==> src/rtl/serial_add_ctrl_if.sv <==
// Requester-side bundle for the bit-serial adder controller.
// The requester drives operands and start, and observes busy/done and the result.
interface serial_add_ctrl_if #(
   parameter int WIDTH = 8
) ();

   logic             start;
   logic [WIDTH-1:0] a;
   logic [WIDTH-1:0] b;
   logic             cin;
   logic             busy;
   logic             done;
   logic [WIDTH-1:0] sum;
   logic             cout;

   // Requester: issues operations and consumes results.
   modport master (
      output start, a, b, cin,
      input  busy, done, sum, cout
   );

   // Adder controller: accepts operations and returns results.
   modport slave (
      input  start, a, b, cin,
      output busy, done, sum, cout
   );

endinterface : serial_add_ctrl_if

==> src/rtl/serial_add_ctrl.sv <==
// Bit-serial adder controller.
// A single 1-bit full-adder cell is reused across WIDTH clocks, LSB first,
// with the carry held in a flop between bits. The requester sees a
// start/busy/done handshake; sum and cout are registered and held from the
// done pulse until the next operation starts shifting.
module serial_add_ctrl #(
   parameter int WIDTH = 8   // legal range 1..32
) (
   input  logic               clk,
   input  logic               rst,
   serial_add_ctrl_if.slave   bus
);

   // Counter wide enough to hold 0..WIDTH.
   localparam int            CNT_W    = $clog2(WIDTH + 1);
   localparam logic [CNT_W-1:0] LAST_BIT = CNT_W'(WIDTH - 1);

   typedef enum logic [1:0] {
      IDLE = 2'd0,
      RUN  = 2'd1,
      DONE = 2'd2
   } state_t;

   state_t            state;
   state_t            state_nxt;

   // Operand shift registers, consumed from bit 0.
   logic [WIDTH-1:0]  a_sr;
   logic [WIDTH-1:0]  b_sr;

   // Carry between bit slices, result shift register and registered carry-out.
   logic              carry;
   logic [WIDTH-1:0]  sum_sr;
   logic              cout_q;
   logic [CNT_W-1:0]  cnt;

   // Shared full-adder cell and handshake decodes.
   logic              fa_s;
   logic              fa_co;
   logic              accept;
   logic              running;
   logic              last_bit;
   logic [WIDTH:0]    sum_shift;

   logic              busy_o;
   logic              done_o;

   // The single full-adder cell time-multiplexed over all bit positions.
   assign fa_s  = a_sr[0] ^ b_sr[0] ^ carry;
   assign fa_co = (a_sr[0] & b_sr[0]) | (a_sr[0] & carry) | (b_sr[0] & carry);

   assign accept   = (state == IDLE) && bus.start;
   assign running  = (state == RUN);
   assign last_bit = running && (cnt == LAST_BIT);

   // New sum bit enters at the MSB; the concatenation form also covers WIDTH=1.
   assign sum_shift = {fa_s, sum_sr};

   // State register.
   always_ff @(posedge clk) begin
      // NOTE: sequential state uses non-blocking assignments so every flop
      // samples the pre-edge value of every other flop, regardless of block order.
      if (rst) begin
         state <= IDLE;
      end else begin
         state <= state_nxt;
      end
   end

   // Next-state logic: accept in IDLE, count bits in RUN, one-cycle DONE.
   always_comb begin
      // NOTE: the default assignment up front keeps every path covered so no
      // latch is inferred for state_nxt.
      state_nxt = state;
      unique case (state)
         IDLE:    if (bus.start) state_nxt = RUN;
         RUN:     if (last_bit)  state_nxt = DONE;
         DONE:    state_nxt = IDLE;
         default: state_nxt = IDLE;
      endcase
   end

   // Handshake outputs decoded from the registered state.
   always_comb begin
      busy_o = 1'b0;
      done_o = 1'b0;
      unique case (state)
         IDLE:    ;
         RUN:     busy_o = 1'b1;
         DONE:    done_o = 1'b1;
         default: ;
      endcase
   end

   // Operand capture on accept and right shift while running.
   always_ff @(posedge clk) begin
      // NOTE: the operand shift registers carry no reset: they are always
      // loaded on accept before the adder reads them, so a reset adds nothing.
      if (accept) begin
         a_sr <= bus.a;
         b_sr <= bus.b;
      end else if (running) begin
         a_sr <= a_sr >> 1;
         b_sr <= b_sr >> 1;
      end
   end

   // Carry flop and bit counter: loaded on accept, advanced once per RUN bit.
   always_ff @(posedge clk) begin
      if (rst) begin
         carry <= 1'b0;
         cnt   <= '0;
      end else if (accept) begin
         carry <= bus.cin;
         cnt   <= '0;
      end else if (running) begin
         carry <= fa_co;
         cnt   <= cnt + CNT_W'(1);
      end
   end

   // Result registers: only RUN edges and reset touch them, so the previous
   // result survives the accepting edge and stays visible until shifting starts.
   always_ff @(posedge clk) begin
      if (rst) begin
         sum_sr <= '0;
         cout_q <= 1'b0;
      end else if (running) begin
         sum_sr <= sum_shift[WIDTH:1];
         cout_q <= fa_co;
      end
   end

   assign bus.busy = busy_o;
   assign bus.done = done_o;
   assign bus.sum  = sum_sr;
   assign bus.cout = cout_q;

endmodule : serial_add_ctrl
==> src/flat_wrapper.sv <==
// flat-port wrapper written by rule: the top's interface ports become plain ports
module serial_add_ctrl_flat 
#(
   parameter int WIDTH = 8                       
)
  (clk, rst, bus_start, bus_a, bus_b, bus_cin, bus_busy, bus_done, bus_sum, bus_cout);
  serial_add_ctrl_if #(.WIDTH(WIDTH)) bus_i ();
  input  logic clk;
  input  logic rst;
  input wire logic [$bits(bus_i.start)-1:0] bus_start;
  input wire logic [$bits(bus_i.a)-1:0] bus_a;
  input wire logic [$bits(bus_i.b)-1:0] bus_b;
  input wire logic [$bits(bus_i.cin)-1:0] bus_cin;
  output wire logic [$bits(bus_i.busy)-1:0] bus_busy;
  output wire logic [$bits(bus_i.done)-1:0] bus_done;
  output wire logic [$bits(bus_i.sum)-1:0] bus_sum;
  output wire logic [$bits(bus_i.cout)-1:0] bus_cout;
  assign bus_i.start = bus_start;
  assign bus_i.a = bus_a;
  assign bus_i.b = bus_b;
  assign bus_i.cin = bus_cin;
  assign bus_busy = bus_i.busy;
  assign bus_done = bus_i.done;
  assign bus_sum = bus_i.sum;
  assign bus_cout = bus_i.cout;
  serial_add_ctrl #(.WIDTH(WIDTH)) u_core (.clk(clk), .rst(rst), .bus(bus_i));
endmodule
==> config.mk <==
export PLATFORM = sky130hd
export DESIGN_NAME = serial_add_ctrl_flat
export DESIGN_NICKNAME = d
export VERILOG_FILES = /design/src/rtl/serial_add_ctrl_if.sv /design/src/rtl/serial_add_ctrl.sv /design/src/flat_wrapper.sv
export SDC_FILE = /design/constraint.sdc
export NUM_CORES = 1
export LEC_CHECK = 0
export ABC_CLOCK_PERIOD_IN_PS = 1400
export CAP_MARGIN = 40
export CORE_MARGIN = 4
export CORE_UTILIZATION = 40
export CTS_BUF_LIST = sky130_fd_sc_hd__clkbuf_4 sky130_fd_sc_hd__clkbuf_8 sky130_fd_sc_hd__clkbuf_16
export CTS_CLUSTER_DIAMETER = 150
export DETAILED_ROUTE_END_ITERATION = 10
export PLACE_DENSITY = 0.69
export SLEW_MARGIN = 25
export SYNTH_ARGS = -nofsm -noshare
export SYNTH_HDL_FRONTEND = slang
export SYNTH_SLANG_ARGS = --single-unit
==> constraint.sdc <==
create_clock -name clk -period 1.4 [get_ports clk]
set_input_delay 0.28 -clock clk [delete_from_list [all_inputs] [get_ports clk]]
set_output_delay 0.28 -clock clk [all_outputs]
set_load 0.02 [all_outputs]
; ---- Yosys cells after proc, flatten, opt, wreduce, memory -nomap -nowiden
; Index checks and enable logic that the tools add are counted.
[word_totals]
register_bits = 32
word_cells = 37
output_inout_bits = 11
in_bits = 20
[op_classes]
n_reduce_logical = 6
n_addsub = 1
eq_ne = 5
bitwise_logic = 7
n_mux = 11
[ops]
columns = cell, n
row1 = $mux W8, 4
row2 = $add A4 B1 Y4 const B, 1
row3 = $eq A4 B3 Y1 const B, 1
row4 = $mux W1, 4
row5 = $mux W2, 2
row6 = $ne A2 B2 Y1 const B, 2
row7 = $pmux W2 S2, 1
row8 = $and A1 B1 Y1, 3
row9 = $eq A2 B1 Y1 const B, 1
row10 = $eq A2 B2 Y1 const B, 1
row11 = $logic_and A1 B1 Y1, 2
row12 = $logic_not A2 Y1, 1
row13 = $or A1 B1 Y1, 2
row14 = $reduce_and A2 Y1, 1
row15 = $reduce_bool A2 Y1, 1
row16 = $reduce_or A2 Y1, 1
row17 = $xor A1 B1 Y1, 2

; ---- Longest topological paths before layout
[depth]
word_depth = 5
ltp_mapped = 5
ltp_nobuf = 4

; ---- Worst setup path after synthesis
; No wires, ideal clock.
[synth_timing]
kind = reg2reg
start = register u_core.state[0]
end = register u_core.a_sr[0] (enable)
required_ns = 1.066
path_buffers = 1
synth_period_minus_slack_ns = 1.459
slack_ns = -0.059
path_stages_with_launch = 4
t_arrival_ns = 1.125
setup_time_ns = 0.334
path_cell_list = dfxtp_1 -> nor3b_4 -> buf_6 -> or2_2
[synth_via]
elab_chain_cells = 3
elab_cells_between_ends = 4
classes_between = 1 x eq/ne / 3 x reduce/logical
[synth_rtl]
columns = item, line
row1 = start: declaration, serial_add_ctrl.sv:24  ; state_t state;
row2 = start signal: assignment, serial_add_ctrl.sv:66  ; state <= state_nxt;
row3 = $logic_not A2 Y1, serial_add_ctrl.sv:52  ; assign accept = (state == IDLE) && bus.start;
row4 = $logic_and A1 B1 Y1, serial_add_ctrl.sv:52
row5 = $reduce_bool A2 Y1 (no line) *, -
row6 = end signal: assignment, serial_add_ctrl.sv:100  ; a_sr <= bus.a;
row7 = end signal: assignment, serial_add_ctrl.sv:103  ; a_sr <= a_sr >> 1;
row8 = end: declaration, serial_add_ctrl.sv:28  ; logic [WIDTH-1:0] a_sr;
; Every way passes the cells marked *; elsewhere a longest branch is shown, timed or not.
; A chain may end at the register's enable or synchronous reset.

; ---- Worst setup path after layout
[layout_timing]
start = input port bus_start
end = register u_core.b_sr[6] (data pin)
[layout_via]
elab_chain_cells = 2
[layout_rtl]
columns = item, line
row1 = start: declaration, flat_wrapper.sv:10  ; input wire logic [$bits(bus_i.start)-1:0] bus_start;
row2 = $logic_and A1 B1 Y1, serial_add_ctrl.sv:52
row3 = $mux W8, serial_add_ctrl.sv:99  ; if (accept) begin
row4 = end signal: assignment, serial_add_ctrl.sv:101  ; b_sr <= bus.b;
row5 = end signal: assignment, serial_add_ctrl.sv:104  ; b_sr <= b_sr >> 1;
row6 = end: declaration, serial_add_ctrl.sv:29  ; logic [WIDTH-1:0] b_sr;
; Every way passes these cells.

==> flow_summary.yaml <==
synthesis:
  syn-num-nets: 129
  ys_warn_count: 0
  post_synth.cell_area_avg_sq_um: 12.6
  synth_cell_types: 31
  yosysSeqAreaShare: 0.595
  syn_inst: 107
  ys_ff_latch: 32
  synth_area_sq_um: 1350
clock_network:
  insertion_delay_ns: 0.33
  htreeDepth: 2
  clock_sinks: 32
  clkTransAtPathRegs_ns: 0.09
  cts_tree: "done"
  clock_path_buffers: 2
  cts_made_buffers: 5
  cts_root_buffer: "clkbuf_4"
die:
  core.rowCount: 20
  design.die.area_sq_um: 4350
  initial_utilization: 0.430
  fp.coreArea_sq_um: 3130
  die-height_microns: 66.0
  ioPinCount: 31
  die_x_microns: 66.0
routing:
  dr.pass1.iters: 4
  dr_wl_met3_microns: 104
  ant_nets: 0
  met2WireLength_microns: 1170
  drcViolationCount: 0
  vias: 898
  drtIter0Drc: 31
  met1_length_microns: 1050
  avgRoutedWirePerCell_microns: 12.4
  drt-total-wl_microns: 2370
  top_layer: "met4"
  vias_per_cell: 4.70
sta:
  timing_hold_violations_final: 0
  fin_skew_ns: 0.00699
  post-route-period-util: 0.994
  fin_tns_setup_ns: 0
  worstMarginPinSlew_ns: 0.223
  rsz0062_at_grt: "true"
  max-slew-margin-rel: 0.849
  period_minus_slack_ns: 1.39
  fmax_mhz: 718
  whs_ns: 0.456
  setup_viol: 0
  drv_slew: 0
global_routing:
  grt_pass1_vias: 893
  grt_max_degree: 20
  grt-ovfl-total: 0
  track_usage: 0.122
  grt_pass1_wl_microns: 3950
  antenna_found_initial: 0
worst_setup_path:
  slowest_stage: "clkdlybuf4s50_1"
  r2r_setup_slack_ns: 0.02
  critPathCaptureType: "register"
  reg2regPathDepth: 3
  r2r-end: "u_core.b_sr[6]"
  r2r-start: "u_core.state[0]"
  worstSetupStartpoint: "bus_start"
  cp.required_ns: 1.48
  start_kind: "input port"
  crit_chain: "clkdlybuf4s50_1 > nor3b_4 > buf_12 > mux2_2"
  crit_arrival_ns: 1.47
  cp_top_family: "buffers and inverters"
  critPathMaxFanout: 20
  cp_num_buf_inv: 2
  cpPeakStageDelay_ns: 0.45
  critPathKind: "in2reg"
cells_and_area:
  fillers: 272
  finalNetCount: 168
  drive_gt1_frac: 0.238
  diodes: 0
  final_util: 0.570
  syn_to_final_growth_pct: 32.5
run:
  cap_viol_max_count: 0
hold_path:
  hold_start: "u_core.bus.sum[0]"
  worstHoldPathCells: 2
  hold_end: "u_core.bus.sum[0]"
  min_path_type: "reg2reg"
pwr:
  pwr_density_cell_nw_per_um2: 1080
  p_clk_frac: 0.274
  p_switching_uw: 448
  swShare: 0.233
  p_int_uw: 1470
  pwr-share-seq: 0.577
  peakVddDrop_mv: 0.449
  power.leakage_uw: 0.000690
  combinationalPowerShare: 0.149
placed_design:
  port_buffers: 30
  gp_congestion: 0.765
  place_hpwl_microns: 1740
run_status:
  status: "complete, no violations"
synth_stat cells:
cell       n  area, sq um
nor4b_1    1         8.76
mux2_1    10          113
ha_1       1         12.5
nand3b_1   2         15.0
nand2_1   19         71.3
xnor2_1    1         8.76
and2b_2    1         8.76
buf_2      2         10.0
dfxtp_1   16          320
clkbuf_1   2         7.51
or3_1      1         6.26
and2_2     2         15.0
nand2b_4   1         13.8
a211oi_2   1         12.5
xor2_1     1         8.76
nor3b_4    1         18.8
inv_1      1         3.75
o21ai_0    1         5.00
mux2_2     4         45.0
a21oi_2    1         8.76
nand3_1    1         5.00
a21oi_1   10         50.1
fa_1       1         20.0
buf_6      2         22.5
or2_2      1         6.26
edfxtp_1  16          480
nor3_1     3         15.0
a221oi_2   1         15.0
inv_2      1         3.75
nor2_1     1         3.75
mux2i_1    1         10.0
cell families after synthesis:
| logic type | count (synthesis) | share of synthesized area |
|---|---|---|
| xor+xnor | 2 | 0.0130 |
| fa+ha+maj | 2 | 0.0242 |
| simple gates | 34 | 0.140 |
| buf+inv | 8 | 0.0353 |
| mux | 15 | 0.125 |
| flops | 32 | 0.595 |
| compound gates | 14 | 0.0679 |
area by class of cell:
class | count | area [sq um] | area share
Inverter | 2 | 7.51 | 0.00421
Tap cell | 44 | 55.1 | 0.0309
Timing Repair Buffer | 37 | 344 | 0.193
Clock inverter | 1 | 5.00 | 0.00281
Sequential cell | 32 | 806 | 0.452
Clock buffer | 7 | 52.6 | 0.0295
Multi-Input combinational cell | 68 | 512 | 0.287
cell usage in the layout, fill, tap and decap left out, types with 2 or more instances in the layout:
| master | count |
|---|---|
| edfxtp_1 | 16 |
| clkdlybuf4s50_1 | 19 |
| nor3_1 | 3 |
| buf_4 | 6 |
| dfxtp_1 | 14 |
| mux2_1 | 9 |
| a21oi_1 | 10 |
| nand2_1 | 19 |
| clkbuf_4 | 7 |
| and2_2 | 2 |
| mux2_2 | 4 |
| nand3b_1 | 2 |
| buf_2 | 2 |
| dlygate4sd2_1 | 9 |
| or2_4 | 2 |
worst min-delay path: stages (launching register included):
cell and delay [ns]:
dfxtp_1 0.32, nand2_1 0.05, a21oi_1 0.05
registers in the layout, indices dropped and copies added, names as in the netlist:
register / flops
u_core.cnt: 4
u_core.bus.sum: 8
u_core.b_sr: 8
u_core.carry: 1
u_core.state: 2
u_core.bus.cout: 1
u_core.a_sr: 8
timing repair:
item                                   CTS  global route
gates resized for setup                 19             2
pin swaps                                1             1
gates cloned                             0             1
hold buffers                             0             0
setup endpoints to repair               19            28
endpoints found under the hold margin    0             0
buffers inserted                         0             0
power by group through the flow:
| stage | Combinational, uW | Sequential, uW | Clock [uW] |
|---|---|---|---|
| 2_1_floorplan | 160 | 1130 | 0 |
| 3_3_place_gp | 275 | 1130 | 0 |
| 3_5_place_dp | 286 | 1130 | 0 |
| 4_1_cts | 281 | 1110 | 544 |
| 5_1_grt | 316 | 1120 | 580 |
| 6_report | 286 | 1110 | 526 |
through the flow:
stage	setup slack, ns	cells	cell area [sq um]	power [uW]
2_1_floorplan	-0.00854	107	1350	1290
3_3_place_gp	-0.313	182	1730	1400
3_5_place_dp	-0.350	182	1730	1420
4_1_cts	0.00567	190	1770	1930
5_1_grt	-0.0283	191	1780	2010
6_report	0.00811	191	1780	1920
routing by layer:
layer	vias to the layer above	GRT usage
met5	-	0
met4	0	0.0609
met3	6	0.0442
met2	16	0.199
met1	419	0.140
li1	457	-
worst max-delay path by stage:
stage | to | slack [ns] | cells after the start
after floorplan | u_core.a_sr[0] | -0.009 | 3
after global placement | u_core.a_sr[2] | -0.31 | 4
after detailed placement | u_core.b_sr[6] | -0.35 | 4
after CTS | u_core.b_sr[6] | 0.006 | 3
after global routing | u_core.b_sr[6] | -0.03 | 4
final | u_core.b_sr[6] | 0.008 | 4
Note: power is estimated with default switching activity, not from simulation.
